## config.mk

```make
export PLATFORM = sky130hd
export DESIGN_NAME = wash_phase_timer
export DESIGN_NICKNAME = d
export VERILOG_FILES = /design/src/rtl/wash_phase_timer.sv
export SDC_FILE = /design/constraint.sdc
export NUM_CORES = 1
export LEC_CHECK = 0
export CAP_MARGIN = 0
export CORE_ASPECT_RATIO = 0.9
export CORE_MARGIN = 4
export CORE_UTILIZATION = 40
export CTS_CLUSTER_DIAMETER = 200
export DETAILED_ROUTE_END_ITERATION = 6
export PLACE_DENSITY = 0.67
export SLEW_MARGIN = 20
export SYNTH_ARGS = -nofsm -noshare
export SYNTH_HDL_FRONTEND = slang
export SYNTH_SLANG_ARGS = --single-unit
```

## constraint.sdc

```tcl
create_clock -name clk -period 2.45 [get_ports clk]
set_input_delay 0.49 -clock clk [delete_from_list [all_inputs] [get_ports clk]]
set_output_delay 0.49 -clock clk [all_outputs]
set_load 0.1 [all_outputs]
```

## src/rtl/wash_phase_timer.sv

```systemverilog
// wash_phase_timer: per-phase seconds timer returning the phase-finished handshake flag to the wash controller
module wash_phase_timer #(
  parameter int FILL_SEC    = 120,
  parameter int WASH_SEC    = 300,
  parameter int RINSE_SEC   = 120,
  parameter int SPIN_SEC    = 60,
  parameter int CLK_BASE_HZ = 1000000,
  parameter int PRE_W       = 24,
  parameter int SEC_W       = 10
) (
  input  logic             clk,
  input  logic             rst_n,
  input  logic [1:0]       clk_freq,
  input  logic [2:0]       current_state,
  input  logic             cnt_rst_n,
  input  logic             double_wash,
  input  logic             timer_pause,
  output logic             state_finish,
  output logic             sec_tick,
  output logic [SEC_W-1:0] elapsed_sec
);
  localparam logic [2:0] IDLE = 3'b000, FILL = 3'b001, WASH = 3'b011, RINSE = 3'b111, SPIN = 3'b110;
  localparam logic [SEC_W-1:0] FILL_D = SEC_W'(FILL_SEC), SPIN_D = SEC_W'(SPIN_SEC);
  localparam logic [SEC_W-1:0] WASH_D = SEC_W'(WASH_SEC), WASH_DD = SEC_W'(2 * WASH_SEC);
  localparam logic [SEC_W-1:0] RINSE_D = SEC_W'(RINSE_SEC), RINSE_DD = SEC_W'(2 * RINSE_SEC);
  logic [PRE_W-1:0] pre, lim, lim_m1;
  logic [SEC_W-1:0] dur;
  logic [2:0] prev_state;
  logic dw_latch, active, clear, running, wrap;
  always_comb begin
    active  = current_state inside {FILL, WASH, RINSE, SPIN};
    clear   = !cnt_rst_n || current_state != prev_state || !active;
    running = !clear && !state_finish && !(current_state == SPIN && timer_pause);
    lim     = PRE_W'(CLK_BASE_HZ) << clk_freq;
    lim_m1  = lim - PRE_W'(1);
    wrap    = running && pre >= lim_m1;
    dur     = current_state == FILL  ? FILL_D :
              current_state == WASH  ? (dw_latch ? WASH_DD : WASH_D) :
              current_state == RINSE ? (dw_latch ? RINSE_DD : RINSE_D) : SPIN_D;
  end
  // elapsed_sec advances on the same edge that raises sec_tick, so a pause can never swallow a second
  always_ff @(posedge clk or negedge rst_n) begin
    if (!rst_n) begin
      pre          <= '0;
      elapsed_sec  <= '0;
      state_finish <= 1'b0;
      sec_tick     <= 1'b0;
      prev_state   <= IDLE;
      dw_latch     <= 1'b0;
    end else begin
      prev_state <= current_state;
      dw_latch   <= current_state == IDLE ? 1'b0 :
                    (prev_state == IDLE && current_state == FILL) ? double_wash : dw_latch;
      if (clear) begin
        pre          <= '0;
        elapsed_sec  <= '0;
        state_finish <= 1'b0;
        sec_tick     <= 1'b0;
      end else begin
        sec_tick <= wrap;
        if (running) pre <= wrap ? '0 : pre + PRE_W'(1);
        if (wrap && elapsed_sec < dur) elapsed_sec <= elapsed_sec + SEC_W'(1);
        if (running && elapsed_sec >= dur) state_finish <= 1'b1;
      end
    end
  end
endmodule

```

==> impl_metrics.ini, run 1 <==
[clock_tree]
cts_tree = done
htree_levels = 2
ctsHoldBuffers = 0
cts-root-buf = clkbuf_8
cts_buffers = 5
clk_pin_slew_ns = 0.09
insertion_delay_ns = 0.30
cts_max_path_buffers = 2
cts_sinks = 40

[pwr]
peakVddDrop_mv = 0.270
clockPowerShare = 0.381
power_mw = 1.43
p_sw_mw = 0.357
p_sw_frac = 0.250
seq_power_share = 0.472
p_leak_nw = 1.90
cellPowerDensity_mw_per_mm2 = 324
intPower_mw = 1.07
combPwrFrac = 0.147

[setup_path]
crit_path_max_incr_delay_ns = 0.48
regToRegStartpoint = dw_latch$_DFFE_PN0P_
crit_chain = buf_12 -> buf_8 -> ha_4 -> nand3_2 -> nor3_2 -> ha_1 -> nand4_1 -> nor4_4 -> buf_4 -> a2bb2oi_4 -> and3_4 -> or4_1 -> a21oi_1
critical_path_class = in2reg
r2r_slack_ns = -0.10
cp_max_fo = 5
critPathCaptureType = flop
rr_endpoint = elapsed_sec[5]$_DFFE_PN0P_
crit_arrival_ns = 2.82
rr_worst_depth = 7
cp_slowest_cell = or4_1
worst_setup_path_start_kind = input port
required_ns = 2.67

[sta]
hold_slack_ns = 0.200
worst_pin_slew_ns = 0.617
rsz0062_at_grt = true
hold_viol_final = 0
max_slew_margin = 0.588
setup_slack_ns = -0.149
fin_crit_sh = 1.06
skew_ns = 0.00893
max_freq_mhz = 385
finalCriticalPeriod_ns = 2.60
finalMaxSlewViolations = 0
tns_ns = -2.20
setup_viol = 29

[global_route]
grt_max_degree = 26
grt_usage = 0.199
grt_pass1_wl_um = 14600
gr-total-overflow = 0
grt_pass1_vias = 3006
antenna_found_initial = 0

[logic_synthesis]
synth_cell_types = 43
async_flop_share = 1.00
synth.avg_cell_area_um2 = 8.64
postSynthCellCount = 349
netlist_top_cells_area = dfrtp_1 (33%), ha_1 (15%), nand3_1 (6.1%), a21oi_1 (4.3%), nand2_1 (3.7%)
synth_top_area_cell = dfrtp_1
synth_edf_count = 0
yosysSeqAreaShare = 0.332
yosys_register_bits = 40
syn_area_mm2 = 0.00302
synthTopCellsByCount = dfrtp_1 (40), ha_1 (37), nand3_1 (37)
synth.most_common_cell = dfrtp_1
synth_warnings = 0
synth_flop_cell = dfrtp_1
synth_top_area_frac = 0.332

[drt]
ant_nets = 0
num_vias = 3247
drt_iter0_drc = 313
wl_per_cell_um = 18.0
wirelength_um = 9570
dr.pass1.iters = 5
vias_per_cell = 6.11
drc_errors = 0

[final_layout]
fin_area_mm2 = 0.00440
drive_gt1_frac = 0.368
multi_input_comb_area_mm2 = 0.00225
num_antenna_cells = 0
stdcell_count = 531
syn2layout_area_growth_pct = 45.8
register_area_mm2 = 0.00101
nFillCells = 581
fin_util = 0.612
nNetsFinal = 484

[floorplan]
start_util = 0.420
num_rows = 29
die_y_um = 90.4
die_x_um = 99.5
die_area_mm2 = 0.00900
ioPinCount = 22
core_mm2 = 0.00718

[place]
gp_congestion = 0.841
dp_slack_ns = -0.966
hpwl_um = 6140
io_buffer_count = 21
post_dp_cell_area_mm2 = 0.00369
place_inst = 504

[flow_run]
maxCapViolCount = 0

[outcome]
status = complete, but fails checks
violations = negative setup slack

[worst_hold_path]
min_path_type = in2async
[worst max-delay path by stage]
| stage | startpoint | end | cells after the start |
|---|---|---|---|
| 5_1_grt | clk_freq[0] | pre[21]$_DFFE_PN0P_ | 11 |
| 2_1_floorplan | clk_freq[1] | elapsed_sec[6]$_DFFE_PN0P_ | 10 |
| 6_report | clk_freq[0] | elapsed_sec[5]$_DFFE_PN0P_ | 13 |
| 3_5_place_dp | clk_freq[1] | pre[19]$_DFFE_PN0P_ | 12 |
| 3_3_place_gp | current_state[1] | elapsed_sec[3]$_DFFE_PN0P_ | 9 |
| 4_1_cts | dw_latch$_DFFE_PN0P_ | elapsed_sec[8]$_DFFE_PN0P_ | 8 |
[placed cells by master, fill, tap and decap left out, drive strengths merged, types with 2 or more instances in the layout]
master / instances
dfrtp: 40
conb: 2
o21a: 2
a21oi: 26
o21ai: 16
nand3: 37
a31oi: 15
a21o: 4
nand4: 13
buf: 85
nor2: 11
nor3: 10
a32oi: 3
or4: 13
nand2: 30
and4: 5
or3: 2
clkdlybuf4s50: 3
a211o: 2
mux2i: 6
ha: 37
clkbuf: 8
o211ai: 2
inv: 22
and2: 2
o31ai: 13
and3: 14
[final cells by class]
cell class | count | area share
multi-input cells | 277 | 0.513
flip-flops and latches | 40 | 0.229
repair buffers | 91 | 0.185
well taps | 93 | 0.0265
inverters | 22 | 0.0216
clock buffers | 6 | 0.0165
clock inverters | 2 | 0.00797
[registers in the layout (all words and copies together) (netlist names)]
signal and flops:
pre 24, elapsed_sec 10, prev_state 3, dw_latch 1, sec_tick 1, state_finish 1
[power groups by stage]
stage / clock (mW) / combinational, mW / sequential [mW]
floorplan: 0 / 0.0710 / 0.685
global placement: 0 / 0.157 / 0.686
detailed placement: 0 / 0.162 / 0.686
CTS: 0.549 / 0.191 / 0.673
global route: 0.579 / 0.231 / 0.674
finish: 0.544 / 0.210 / 0.673
[worst max-delay path, delay by kind of cell]
family | cells | cell delay, ns
AOI/OAI and AO/OA | 2 | 0.22
buffers and inverters | 3 | 0.40
and+or+nand+nor | 6 | 1.23
adders and majority gates | 2 | 0.47
[logic make-up (layout without fill, tap and decap cells)]
group,after synthesis,count (layout),synth area share
simple gates,139,142,0.253
compound gates,88,89,0.185
flops,40,40,0.332
fa+ha+maj,37,37,0.153
buf+inv,37,121,0.0523
mux,6,6,0.0199
other cells,1,2,0.00124
xor+xnor,1,1,0.00290
[metal layers]
layer	share of wire	up-vias	wire (um)	GRT usage
met5	0	-	0	0
met4	0.017	0	167	0.0501
met3	0.065	28	620	0.0371
met2	0.49	133	4680	0.327
met1	0.43	1570	4100	0.268
li1	-	1516	-	-
[repair_timing]
action / in CTS / in global routing
resized for setup: 61 / 50
setup buffers: 7 / 6
setup endpoints to repair: 35 / 34
pin swaps: 39 / 27
cloned: 3 / 3
Power figures use the tool's default switching activity.
==> inputs of run 2 (changes only) <==
--- a/config.mk
+++ b/config.mk
@@ -11,7 +11,8 @@
 export CORE_UTILIZATION = 40
 export CTS_CLUSTER_DIAMETER = 200
 export DETAILED_ROUTE_END_ITERATION = 6
-export PLACE_DENSITY = 0.67
+export DONT_BUFFER_PORTS = 1
+export PLACE_DENSITY = 0.63
 export SLEW_MARGIN = 20
 export SYNTH_ARGS = -nofsm -noshare
 export SYNTH_HDL_FRONTEND = slang
==> run 2 against run 1 <==
Compared with the run above: routed wire length fell by 9.6%; critical endpoint is now pre[6]$_DFFE_PN0P_; die area did not move; largest cell class unchanged; first-iteration DRC count fell by 50%; clock-buffer cell count did not move; cell count fell by 4.0%; the run still ends with negative setup slack left; utilization fell by 6.4 points.
==> impl_metrics.ini, run 2 (synthesized netlist as in run 1, its figures left out) <==
[outcome]
status = complete, but fails checks
violations = negative setup slack

[sta]
max_slew_margin = 0.423
setup_slack_ns = -0.0945
tns_ns = -0.265
rsz0062_at_grt = true
skew_ns = 0.00389
worst_pin_slew_ns = 0.866
setup_viol = 9
finalMaxSlewViolations = 0
hold_viol_final = 0
hold_slack_ns = 0.0235
fin_crit_sh = 1.04
max_freq_mhz = 393
finalCriticalPeriod_ns = 2.54

[final_layout]
top_register = pre
fin_area_mm2 = 0.00394
drive_gt1_frac = 0.307
syn2layout_area_growth_pct = 30.7
nFillCells = 626
stdcell_count = 510
nNetsFinal = 463
largest_reg_flops = 24
mostFrequentLayoutCells = buf_4 (68), nand3_1 (34), dfrtp_1 (34)
num_antenna_cells = 0
reg_top3 = pre (24), elapsed_sec (10), prev_state (3)
layout_commonest_cell = buf_4

[clock_tree]
cts_tree = done
htree_levels = 2
cts_buffers = 5
clk_pin_slew_ns = 0.08
insertion_delay_ns = 0.29
cts_max_path_buffers = 2
cts_sinks = 40
cts-root-buf = clkbuf_8

[pwr]
cellPowerDensity_mw_per_mm2 = 330
p_leak_nw = 1.72
power_mw = 1.30
peakVddDrop_mv = 0.276

[drt]
wl_per_cell_um = 17.0
wirelength_um = 8650
dr.pass1.iters = 5
ant_nets = 0
drt_iter0_drc = 156
num_vias = 2997
vias_per_cell = 5.88
drc_errors = 0

[setup_path]
cp_max_fo = 7
rr_endpoint = elapsed_sec[8]$_DFFE_PN0P_
critPathCaptureType = flop
rr_worst_depth = 9
worst_setup_path_start_kind = input port
required_ns = 2.67
r2r_slack_ns = -0.06
crit_arrival_ns = 2.76
crit_path_max_incr_delay_ns = 0.52
cp_slowest_cell = or4_1
regToRegStartpoint = dw_latch$_DFFE_PN0P_
critical_path_class = in2reg
crit_chain = clkinvlp_4 -> ha_2 -> nor3_2 -> ha_1 -> buf_4 -> nand2_1 -> o21a_1 -> a2bb2oi_2 -> nand3_2 -> or4_1 -> a31oi_1

[place]
place_inst = 481
gp_congestion = 0.868
io_buffer_count = 0
post_dp_cell_area_mm2 = 0.00348
hpwl_um = 5790

[floorplan]
core_mm2 = 0.00718
die_x_um = 99.5
die_area_mm2 = 0.00900
start_util = 0.420
ioPinCount = 22
num_rows = 29
die_y_um = 90.4

[global_route]
grt_max_degree = 41
use_met2 = 0.301
grt_pass1_wl_um = 14200
antenna_found_initial = 0
grt-busiest-layer = met2
grt_pass1_vias = 2871
gr-total-overflow = 0
gr-usage-met1 = 0.273
grt_usage = 0.193
grt_util_met3 = 0.0394

[flow_run]
maxCapViolCount = 0

[worst_hold_path]
min_path_type = in2async
## run 2: metrics by stage
stage	setup slack, ns	utilization
floorplan	-0.195	-
global placement	-0.326	0.485
detailed placement	-0.407	0.485
CTS	-0.0424	0.530
global route	-0.216	0.549
finish	-0.0945	0.549
## run 2: area by class of cell
| class | instances | area (um^2) | share of cell area |
|---|---|---|---|
| multi-input cells | 275 | 2070 | 0.524 |
| clock buffers | 6 | 82.6 | 0.0210 |
| well taps | 93 | 116 | 0.0295 |
| repair buffers | 72 | 572 | 0.145 |
| clock inverters | 2 | 10.0 | 0.00254 |
| inverters | 22 | 86.3 | 0.0219 |
| flip-flops and latches | 40 | 1010 | 0.256 |
## run 2: worst max path at each step
stage,depth (start not counted),endpoint,startpoint,slack (ns)
after CTS,9,elapsed_sec[8]$_DFFE_PN0P_,dw_latch$_DFFE_PN0P_,-0.04
after global placement,12,pre[9]$_DFFE_PN0P_,clk_freq[1],-0.33
after global routing,11,pre[6]$_DFFE_PN0P_,clk_freq[1],-0.22
final,11,pre[6]$_DFFE_PN0P_,clk_freq[1],-0.09
after detailed placement,12,pre[9]$_DFFE_PN0P_,clk_freq[1],-0.41
after floorplan,10,elapsed_sec[6]$_DFFE_PN0P_,clk_freq[1],-0.20
## run 2: where the power goes
group	internal, mW	switching (mW)
clock network	0.225	0.248
logic	0.0719	0.0839
registers	0.666	0.00583
total	0.963	0.338
## run 2: critical path: cells and delay by family
| family | cells | cell delay (ns) |
|---|---|---|
| buffers and inverters | 2 | 0.26 |
| AOI/OAI and AO/OA | 3 | 0.56 |
| and+or+nand+nor | 4 | 0.95 |
| adders and majority gates | 2 | 0.48 |
## run 2: metal layers
| layer | vias up | share of wire | routed length (um) |
|---|---|---|---|
| met3 | 10 | 0.051 | 437 |
| met2 | 79 | 0.47 | 4030 |
| met5 | - | 0 | 0 |
| met1 | 1456 | 0.47 | 4070 |
| li1 | 1452 | - | - |
| met4 | 0 | 0.013 | 111 |
## run 2: repair_timing
action                                 in CTS  in global routing
pin swaps                                  28                  6
setup endpoints to repair                  19                 31
gates cloned                                1                  1
buffers inserted                           13                  5
endpoints found under the hold margin      40                  0
hold buffers                                1                  0
resized for setup                          22                 24
